File: config.mk
export PLATFORM = sky130hd
export DESIGN_NAME = checker_hm_fetch_flat
export DESIGN_NICKNAME = d
export VERILOG_FILES = /design/src/rtl/checker_hm_fetch_if.sv /design/src/rtl/checker_hm_fetch.sv /design/src/flat_wrapper.sv
export SDC_FILE = /design/constraint.sdc
export NUM_CORES = 1
export LEC_CHECK = 0
export ABC_AREA = 1
export BUFFER_PORTS_ARGS = -buffer_cell sky130_fd_sc_hd__buf_4
export CAP_MARGIN = 5
export CORE_ASPECT_RATIO = 0.9
export CORE_MARGIN = 2
export CORE_UTILIZATION = 55
export DETAILED_ROUTE_END_ITERATION = 10
export PLACE_DENSITY_LB_ADDON = 0.25
export SLEW_MARGIN = 0
export SYNTH_ARGS = -nofsm -noshare
export SYNTH_HDL_FRONTEND = slang
export SYNTH_SLANG_ARGS = --single-unit
File: constraint.sdc
create_clock -name sys_clk -period 4.98 [get_ports sys_clk]
set_input_delay 0.996 -clock sys_clk [delete_from_list [all_inputs] [get_ports sys_clk]]
set_output_delay 0.996 -clock sys_clk [all_outputs]
set_load 0.05 [all_outputs]
File: src/rtl/checker_hm_fetch_if.sv
// rtl/checker_hm_fetch_if.sv - MPU fetch port and Wishbone read bus bundle for the host-memory fetch engine
interface checker_hm_fetch_if;
    logic [63:0] hm_addr;
    logic        hm_start;
    logic [63:0] hm_data;
    logic        hm_en;
    logic [31:0] wb_adr_o;
    logic        wb_cyc_o;
    logic        wb_stb_o;
    logic        wb_we_o;
    logic [3:0]  wb_sel_o;
    logic [31:0] wb_dat_i;
    logic        wb_ack_i;
    logic        wb_err_i;

    modport master (
        input  hm_addr, hm_start, wb_dat_i, wb_ack_i, wb_err_i,
        output hm_data, hm_en, wb_adr_o, wb_cyc_o, wb_stb_o, wb_we_o, wb_sel_o
    );

    modport slave (
        output hm_addr, hm_start, wb_dat_i, wb_ack_i, wb_err_i,
        input  hm_data, hm_en, wb_adr_o, wb_cyc_o, wb_stb_o, wb_we_o, wb_sel_o
    );
endinterface

File: src/rtl/checker_hm_fetch.sv
// rtl/checker_hm_fetch.sv - two-beat Wishbone host-memory fetch engine with sticky fault reporting
module checker_hm_fetch #(
    parameter logic [15:0] TIMEOUT   = 16'd1024,
    parameter bit          LOW_FIRST = 1'b1
) (
    input  logic               sys_clk,
    input  logic               sys_rst,
    input  logic               abort,
    checker_hm_fetch_if.master bus,
    output logic               fault,
    output logic [1:0]         fault_code
);

    typedef enum logic [1:0] {IDLE, BEAT0, BEAT1, FAULT} state_t;

    localparam logic [31:0] FIRST_OFS = LOW_FIRST ? 32'd0 : 32'd4;

    state_t      state_q, state_d;
    logic [31:0] adr_q, adr_d;
    logic        cyc_q, cyc_d;
    logic        hm_en_q, hm_en_d;
    logic [63:0] data_q, data_d;
    logic [63:0] buf_q, buf_d;
    logic [15:0] cnt_q, cnt_d;
    logic        fault_q, fault_d;
    logic [1:0]  code_q, code_d;

    always_ff @(posedge sys_clk or negedge sys_rst) begin
        if (!sys_rst) begin
            state_q <= IDLE;
            adr_q   <= '0;
            cyc_q   <= 1'b0;
            hm_en_q <= 1'b1;
            data_q  <= '0;
            buf_q   <= '0;
            cnt_q   <= '0;
            fault_q <= 1'b0;
            code_q  <= 2'b00;
        end else begin
            state_q <= state_d;
            adr_q   <= adr_d;
            cyc_q   <= cyc_d;
            hm_en_q <= hm_en_d;
            data_q  <= data_d;
            buf_q   <= buf_d;
            cnt_q   <= cnt_d;
            fault_q <= fault_d;
            code_q  <= code_d;
        end
    end

    always_comb begin
        state_d = state_q;
        adr_d   = adr_q;
        cyc_d   = cyc_q;
        hm_en_d = hm_en_q;
        data_d  = data_q;
        buf_d   = buf_q;
        cnt_d   = cnt_q;
        fault_d = fault_q;
        code_d  = code_q;

        case (state_q)
            IDLE: begin
                if (bus.hm_start) begin
                    if (|bus.hm_addr[63:32]) begin
                        state_d = FAULT;
                        hm_en_d = 1'b0;
                        fault_d = 1'b1;
                        code_d  = 2'b11;
                    end else begin
                        state_d = BEAT0;
                        hm_en_d = 1'b0;
                        cyc_d   = 1'b1;
                        adr_d   = {bus.hm_addr[31:3], 3'b000} | FIRST_OFS;
                        cnt_d   = '0;
                    end
                end
            end
            BEAT0, BEAT1: begin
                if (bus.wb_err_i) begin
                    state_d = FAULT;
                    cyc_d   = 1'b0;
                    fault_d = 1'b1;
                    code_d  = 2'b01;
                end else if (bus.wb_ack_i) begin
                    // Bit 2 of an 8-byte-aligned beat address selects the half, whatever the issue order.
                    if (adr_q[2])
                        buf_d[63:32] = bus.wb_dat_i;
                    else
                        buf_d[31:0]  = bus.wb_dat_i;
                    cnt_d = '0;
                    if (state_q == BEAT0) begin
                        state_d = BEAT1;
                        adr_d   = adr_q ^ 32'd4;
                    end else begin
                        state_d = IDLE;
                        cyc_d   = 1'b0;
                        hm_en_d = 1'b1;
                        data_d  = buf_d;
                    end
                end else if ((TIMEOUT != 16'd0) && (cnt_q + 16'd1 == TIMEOUT)) begin
                    state_d = FAULT;
                    cyc_d   = 1'b0;
                    fault_d = 1'b1;
                    code_d  = 2'b10;
                end else begin
                    cnt_d = cnt_q + 16'd1;
                end
            end
            FAULT: begin
                state_d = FAULT;
            end
            default: begin
                state_d = IDLE;
            end
        endcase

        // Abort overrides everything, including a start or ack presented in the same cycle.
        if (abort) begin
            state_d = IDLE;
            cyc_d   = 1'b0;
            hm_en_d = 1'b1;
            data_d  = '0;
            cnt_d   = '0;
            fault_d = 1'b0;
            code_d  = 2'b00;
        end
    end

    assign bus.hm_data  = data_q;
    assign bus.hm_en    = hm_en_q;
    assign bus.wb_adr_o = adr_q;
    assign bus.wb_cyc_o = cyc_q;
    assign bus.wb_stb_o = cyc_q;
    assign bus.wb_we_o  = 1'b0;
    assign bus.wb_sel_o = 4'hf;
    assign fault        = fault_q;
    assign fault_code   = code_q;

endmodule
File: src/flat_wrapper.sv
// flat-port wrapper written by rule: the top's interface ports become plain ports
module checker_hm_fetch_flat 
#(
    parameter logic [15:0] TIMEOUT   = 16'd1024,
    parameter bit          LOW_FIRST = 1'b1
)
  (sys_clk, sys_rst, abort, fault, fault_code, bus_hm_addr, bus_hm_start, bus_wb_dat_i, bus_wb_ack_i, bus_wb_err_i, bus_hm_data, bus_hm_en, bus_wb_adr_o, bus_wb_cyc_o, bus_wb_stb_o, bus_wb_we_o, bus_wb_sel_o);
  checker_hm_fetch_if bus_i ();
  input  logic sys_clk;
  input  logic sys_rst;
  input  logic abort;
  output logic fault;
  output logic [1:0] fault_code;
  input wire logic [$bits(bus_i.hm_addr)-1:0] bus_hm_addr;
  input wire logic [$bits(bus_i.hm_start)-1:0] bus_hm_start;
  input wire logic [$bits(bus_i.wb_dat_i)-1:0] bus_wb_dat_i;
  input wire logic [$bits(bus_i.wb_ack_i)-1:0] bus_wb_ack_i;
  input wire logic [$bits(bus_i.wb_err_i)-1:0] bus_wb_err_i;
  output wire logic [$bits(bus_i.hm_data)-1:0] bus_hm_data;
  output wire logic [$bits(bus_i.hm_en)-1:0] bus_hm_en;
  output wire logic [$bits(bus_i.wb_adr_o)-1:0] bus_wb_adr_o;
  output wire logic [$bits(bus_i.wb_cyc_o)-1:0] bus_wb_cyc_o;
  output wire logic [$bits(bus_i.wb_stb_o)-1:0] bus_wb_stb_o;
  output wire logic [$bits(bus_i.wb_we_o)-1:0] bus_wb_we_o;
  output wire logic [$bits(bus_i.wb_sel_o)-1:0] bus_wb_sel_o;
  assign bus_i.hm_addr = bus_hm_addr;
  assign bus_i.hm_start = bus_hm_start;
  assign bus_i.wb_dat_i = bus_wb_dat_i;
  assign bus_i.wb_ack_i = bus_wb_ack_i;
  assign bus_i.wb_err_i = bus_wb_err_i;
  assign bus_hm_data = bus_i.hm_data;
  assign bus_hm_en = bus_i.hm_en;
  assign bus_wb_adr_o = bus_i.wb_adr_o;
  assign bus_wb_cyc_o = bus_i.wb_cyc_o;
  assign bus_wb_stb_o = bus_i.wb_stb_o;
  assign bus_wb_we_o = bus_i.wb_we_o;
  assign bus_wb_sel_o = bus_i.wb_sel_o;
  checker_hm_fetch #(.TIMEOUT(TIMEOUT), .LOW_FIRST(LOW_FIRST)) u_core (.sys_clk(sys_clk), .sys_rst(sys_rst), .abort(abort), .bus(bus_i), .fault(fault), .fault_code(fault_code));
endmodule
==> run summary <==
final standard cell utilization of the core -> 0.710
CTS H-Tree Depth -> 4
gpl congestion -> 0.881
number of rows created at floorplan -> 42
final setup TNS -> 0 ns
WS Path Type -> reg -> reg
total DRC errors in the routed layout -> 0
post-synthesis instance total -> 957
max-slew violation count -> 0
starting density of the core -> 0.564
min setup slack post-route -> 1.39 ns
vias in the first global route -> 6741
Die Width -> 134 um
final critical-path required period -> 3.59 ns
total global routing track utilization -> 0.254
Seq cells post-synth -> 181
pwr dens -> 507 nW/um2
cells resized by post-CTS repair -> 0
reg2reg path depth -> 9
met1 track demand over resource in global routing -> 0.347
overall die area -> 16100 um2
biggest area consumer among synthesized cells -> dfrtp_1
Most Used Layer, Global Route -> met2
maximum buffer depth of the clock tree -> 2
internal power -> 0.00318 W
total length of routed wires -> 20000 um
hold path start -> u_core.fault_code[0]$_DFFE_PN0P_
length of the first detailed-routing pass in iterations -> 5
Post-synth top cells -> 222 x nand2_1, 180 x dfrtp_1, 125 x o21ai_0, 110 x inv_1, 72 x nor2_1
static leakage -> 5.30 nW
Net Switching -> 0.00213 W
pin count of the biggest net entering global routing -> 110
highest achievable clock rate -> 279 MHz
worst-case hold path end point -> u_core.fault_code[0]$_DFFE_PN0P_
switching power share of the total -> 0.401
minimum setup slack after placement -> 1.21 ns
worst-path fanout max -> 50
GRT overflow -> 0
WL/cell -> 14.9 um
total core area -> 14800 um2
area growth from synthesis to layout -> 25.8%
Final ANT Viol Nets -> 0
portion of synthesized cell area occupied by the leading cell type -> 0.541
initial antenna violation count -> 0
CP arrival -> 3.91 ns
kind of end point of the critical path -> register
number of buffers created by CTS -> 17
result of the run -> finished, final reports clean
GRT met3 Usage -> 0.0541
worst hold path class -> reg -> reg
setup repair bufs after CTS -> 0
hold depth -> 2
GRT met2 Usage -> 0.407
final critical-path share of the clock period -> 0.720
main area contributors after synthesis -> dfrtp_1 54%, nand2_1 10%, o21ai_0 7.5%
fraction of synthesis flops using an asynchronous set or reset pin -> 1.00
Final setup violation count -> 0
Clk Latency, worst-skew pair -> 0.43 ns
area occupied by registers -> 4530 um2
CTS tree -> built
RSZ-0062 raised after global routing -> false
worst max-slew margin expressed relative to the limit -> 0.249
Peak VDD IR -> 0.373 mV
Vias per Instance -> 5.21
Yosys warnings -> 0
drt initial violations -> 535
most used standard cell by instance count after synthesis -> nand2_1
Max Cap Violations -> 0
number of fillers in the final layout -> 1158
share of cells above drive strength 1 -> 0.251
part of the total power dissipated in sequential elements -> 0.383
mean instance size in the synthesized netlist -> 8.70 um2
antenna cell count -> 0
clock-pin slew on the worst setup and hold paths -> 0.07 ns
flop-to-flop setup slack -> 1.39 ns
detailed-route via count -> 6981
post-synth design cell area -> 8330 um2
Worst EP required -> 5.30 ns
number of enable-type register cells in the synthesized netlist -> 0
Clock power frac -> 0.251
number of clock sinks -> 181
startpoint type of the worst setup path -> register
wire length of the first global-routing pass -> 32700 um
combinational share of power -> 0.365
worst-margin pin slew -> 1.13 ns
final count of hold timing violations -> 0
area occupied by multi-input gates -> 3160 um2
endpoint of the most critical register-to-register path -> u_core.bus.hm_data[8]$_DFFE_PN0P_
DP HPWL -> 13100 um
Main synth FF type -> dfrtp_1
final net count -> 1235
root cell of the clock tree -> clkbuf_16
startpoint of the worst register-to-register path -> u_core.state_q[0]$_DFFE_PN0P_
I/O pin cnt -> 209
count of cell types in the netlist -> 36
part of the Yosys area used for sequential elements -> 0.544
vertical die dimension -> 121 um
count of buffers from port buffering -> 198
quantity of hold-fixing buffers added after cts -> 0
worst-case clock skew -> 0.00902 ns
==> cell type report <==
cell class              instances  share of cell area
clock inverters                11              0.0118
well taps                     198              0.0236
flip-flops and latches        181               0.433
multi-input cells             613               0.301
inverters                     110              0.0395
clock buffers                  21              0.0439
repair buffers                205               0.147
==> power by group through the flow <==
stage          logic (W)  registers (W)  clock network (W)
6_report         0.00194        0.00204            0.00134
5_1_grt          0.00217        0.00208            0.00143
4_1_cts          0.00195        0.00204            0.00136
3_5_place_dp     0.00194        0.00205                  0
3_3_place_gp     0.00189        0.00204                  0
2_1_floorplan    0.00102        0.00241                  0
==> critical path: stages, from the launching register on <==
cell and delay, ns:
dfrtp_1 0.40, inv_1 0.08, ha_1 0.38, inv_1 0.12
nor3_1 0.22, clkinv_2 0.54, nor2_2 0.25, buf_4 0.33
nand2_2 0.66, o22ai_1 0.44
==> routing by layer <==
metal	routed length, um	vias to the layer above
met3	1290	28
met5	0	-
met2	9440	234
met4	359	0
met1	8880	3269
li1	-	3450
==> through the flow <==
stage | total power [W] | std cells | hold slack, ns | instance area, um2
2_1_floorplan | 0.00343 | 962 | 0.448 | 8350
4_1_cts | 0.00534 | 1339 | 0.484 | 10500
3_5_place_dp | 0.00399 | 1307 | 0.468 | 9890
5_1_grt | 0.00567 | 1339 | 0.504 | 10500
6_report | 0.00531 | 1339 | 0.480 | 10500
3_3_place_gp | 0.00393 | 1307 | 0.459 | 9890
==> logic make-up after synthesis <==
logic type                 after synthesis  share of synthesized area
and+or+nand+nor                        357                      0.179
AOI/OAI and AO/OA                      204                      0.135
DFF                                    181                      0.544
buffers and inverters                  168                     0.0811
muxes                                   37                     0.0488
adders and majority gates                5                    0.00751
xor gates and xnor gates                 3                    0.00316
other                                    2                   0.000902
==> placed cells by master (no fill, tap or decap), types with 4 or more instances in the layout <==
master,count
nor3_1,5
conb_1,7
nand2_1,221
nor2_1,71
clkinv_2,4
o22ai_1,50
clkbuf_16,17
nand3b_1,4
nand4_1,6
o21ai_0,125
mux2i_1,8
nand3_1,33
dfrtp_1,179
buf_4,204
a211oi_1,14
nor2_2,6
inv_1,108
a21oi_1,10
mux2_2,29
ha_1,5
==> registers in the layout (all words and copies together) (netlist names) <==
signal and count:
u_core.bus.wb_adr_o 30, u_core.buf_q 64, u_core.bus.hm_data 64, u_core.state_q 2, u_core.bus.hm_en 1, u_core.bus.wb_cyc_o 1, u_core.fault_code 2, u_core.fault 1
u_core.cnt_q 16
==> worst max-delay path by stage <==
stage                                        from                                 end  slack, ns  cells past startpoint
floorplan                         bus_hm_addr[63]        u_core.cnt_q[11]$_DFFE_PN0P_       2.56                     11
global route        u_core.state_q[0]$_DFFE_PN0P_  u_core.bus.hm_data[45]$_DFFE_PN0P_       1.05                      9
CTS                 u_core.state_q[0]$_DFFE_PN0P_  u_core.bus.hm_data[24]$_DFFE_PN0P_       1.36                      9
finish              u_core.state_q[0]$_DFFE_PN0P_   u_core.bus.hm_data[8]$_DFFE_PN0P_       1.39                      9
detailed placement                   bus_wb_err_i  u_core.bus.hm_data[63]$_DFFE_PN0P_       1.21                      7
global placement                     bus_wb_err_i   u_core.bus.hm_data[6]$_DFFE_PN0P_       1.35                      7
Power figures use the tool's default switching activity.
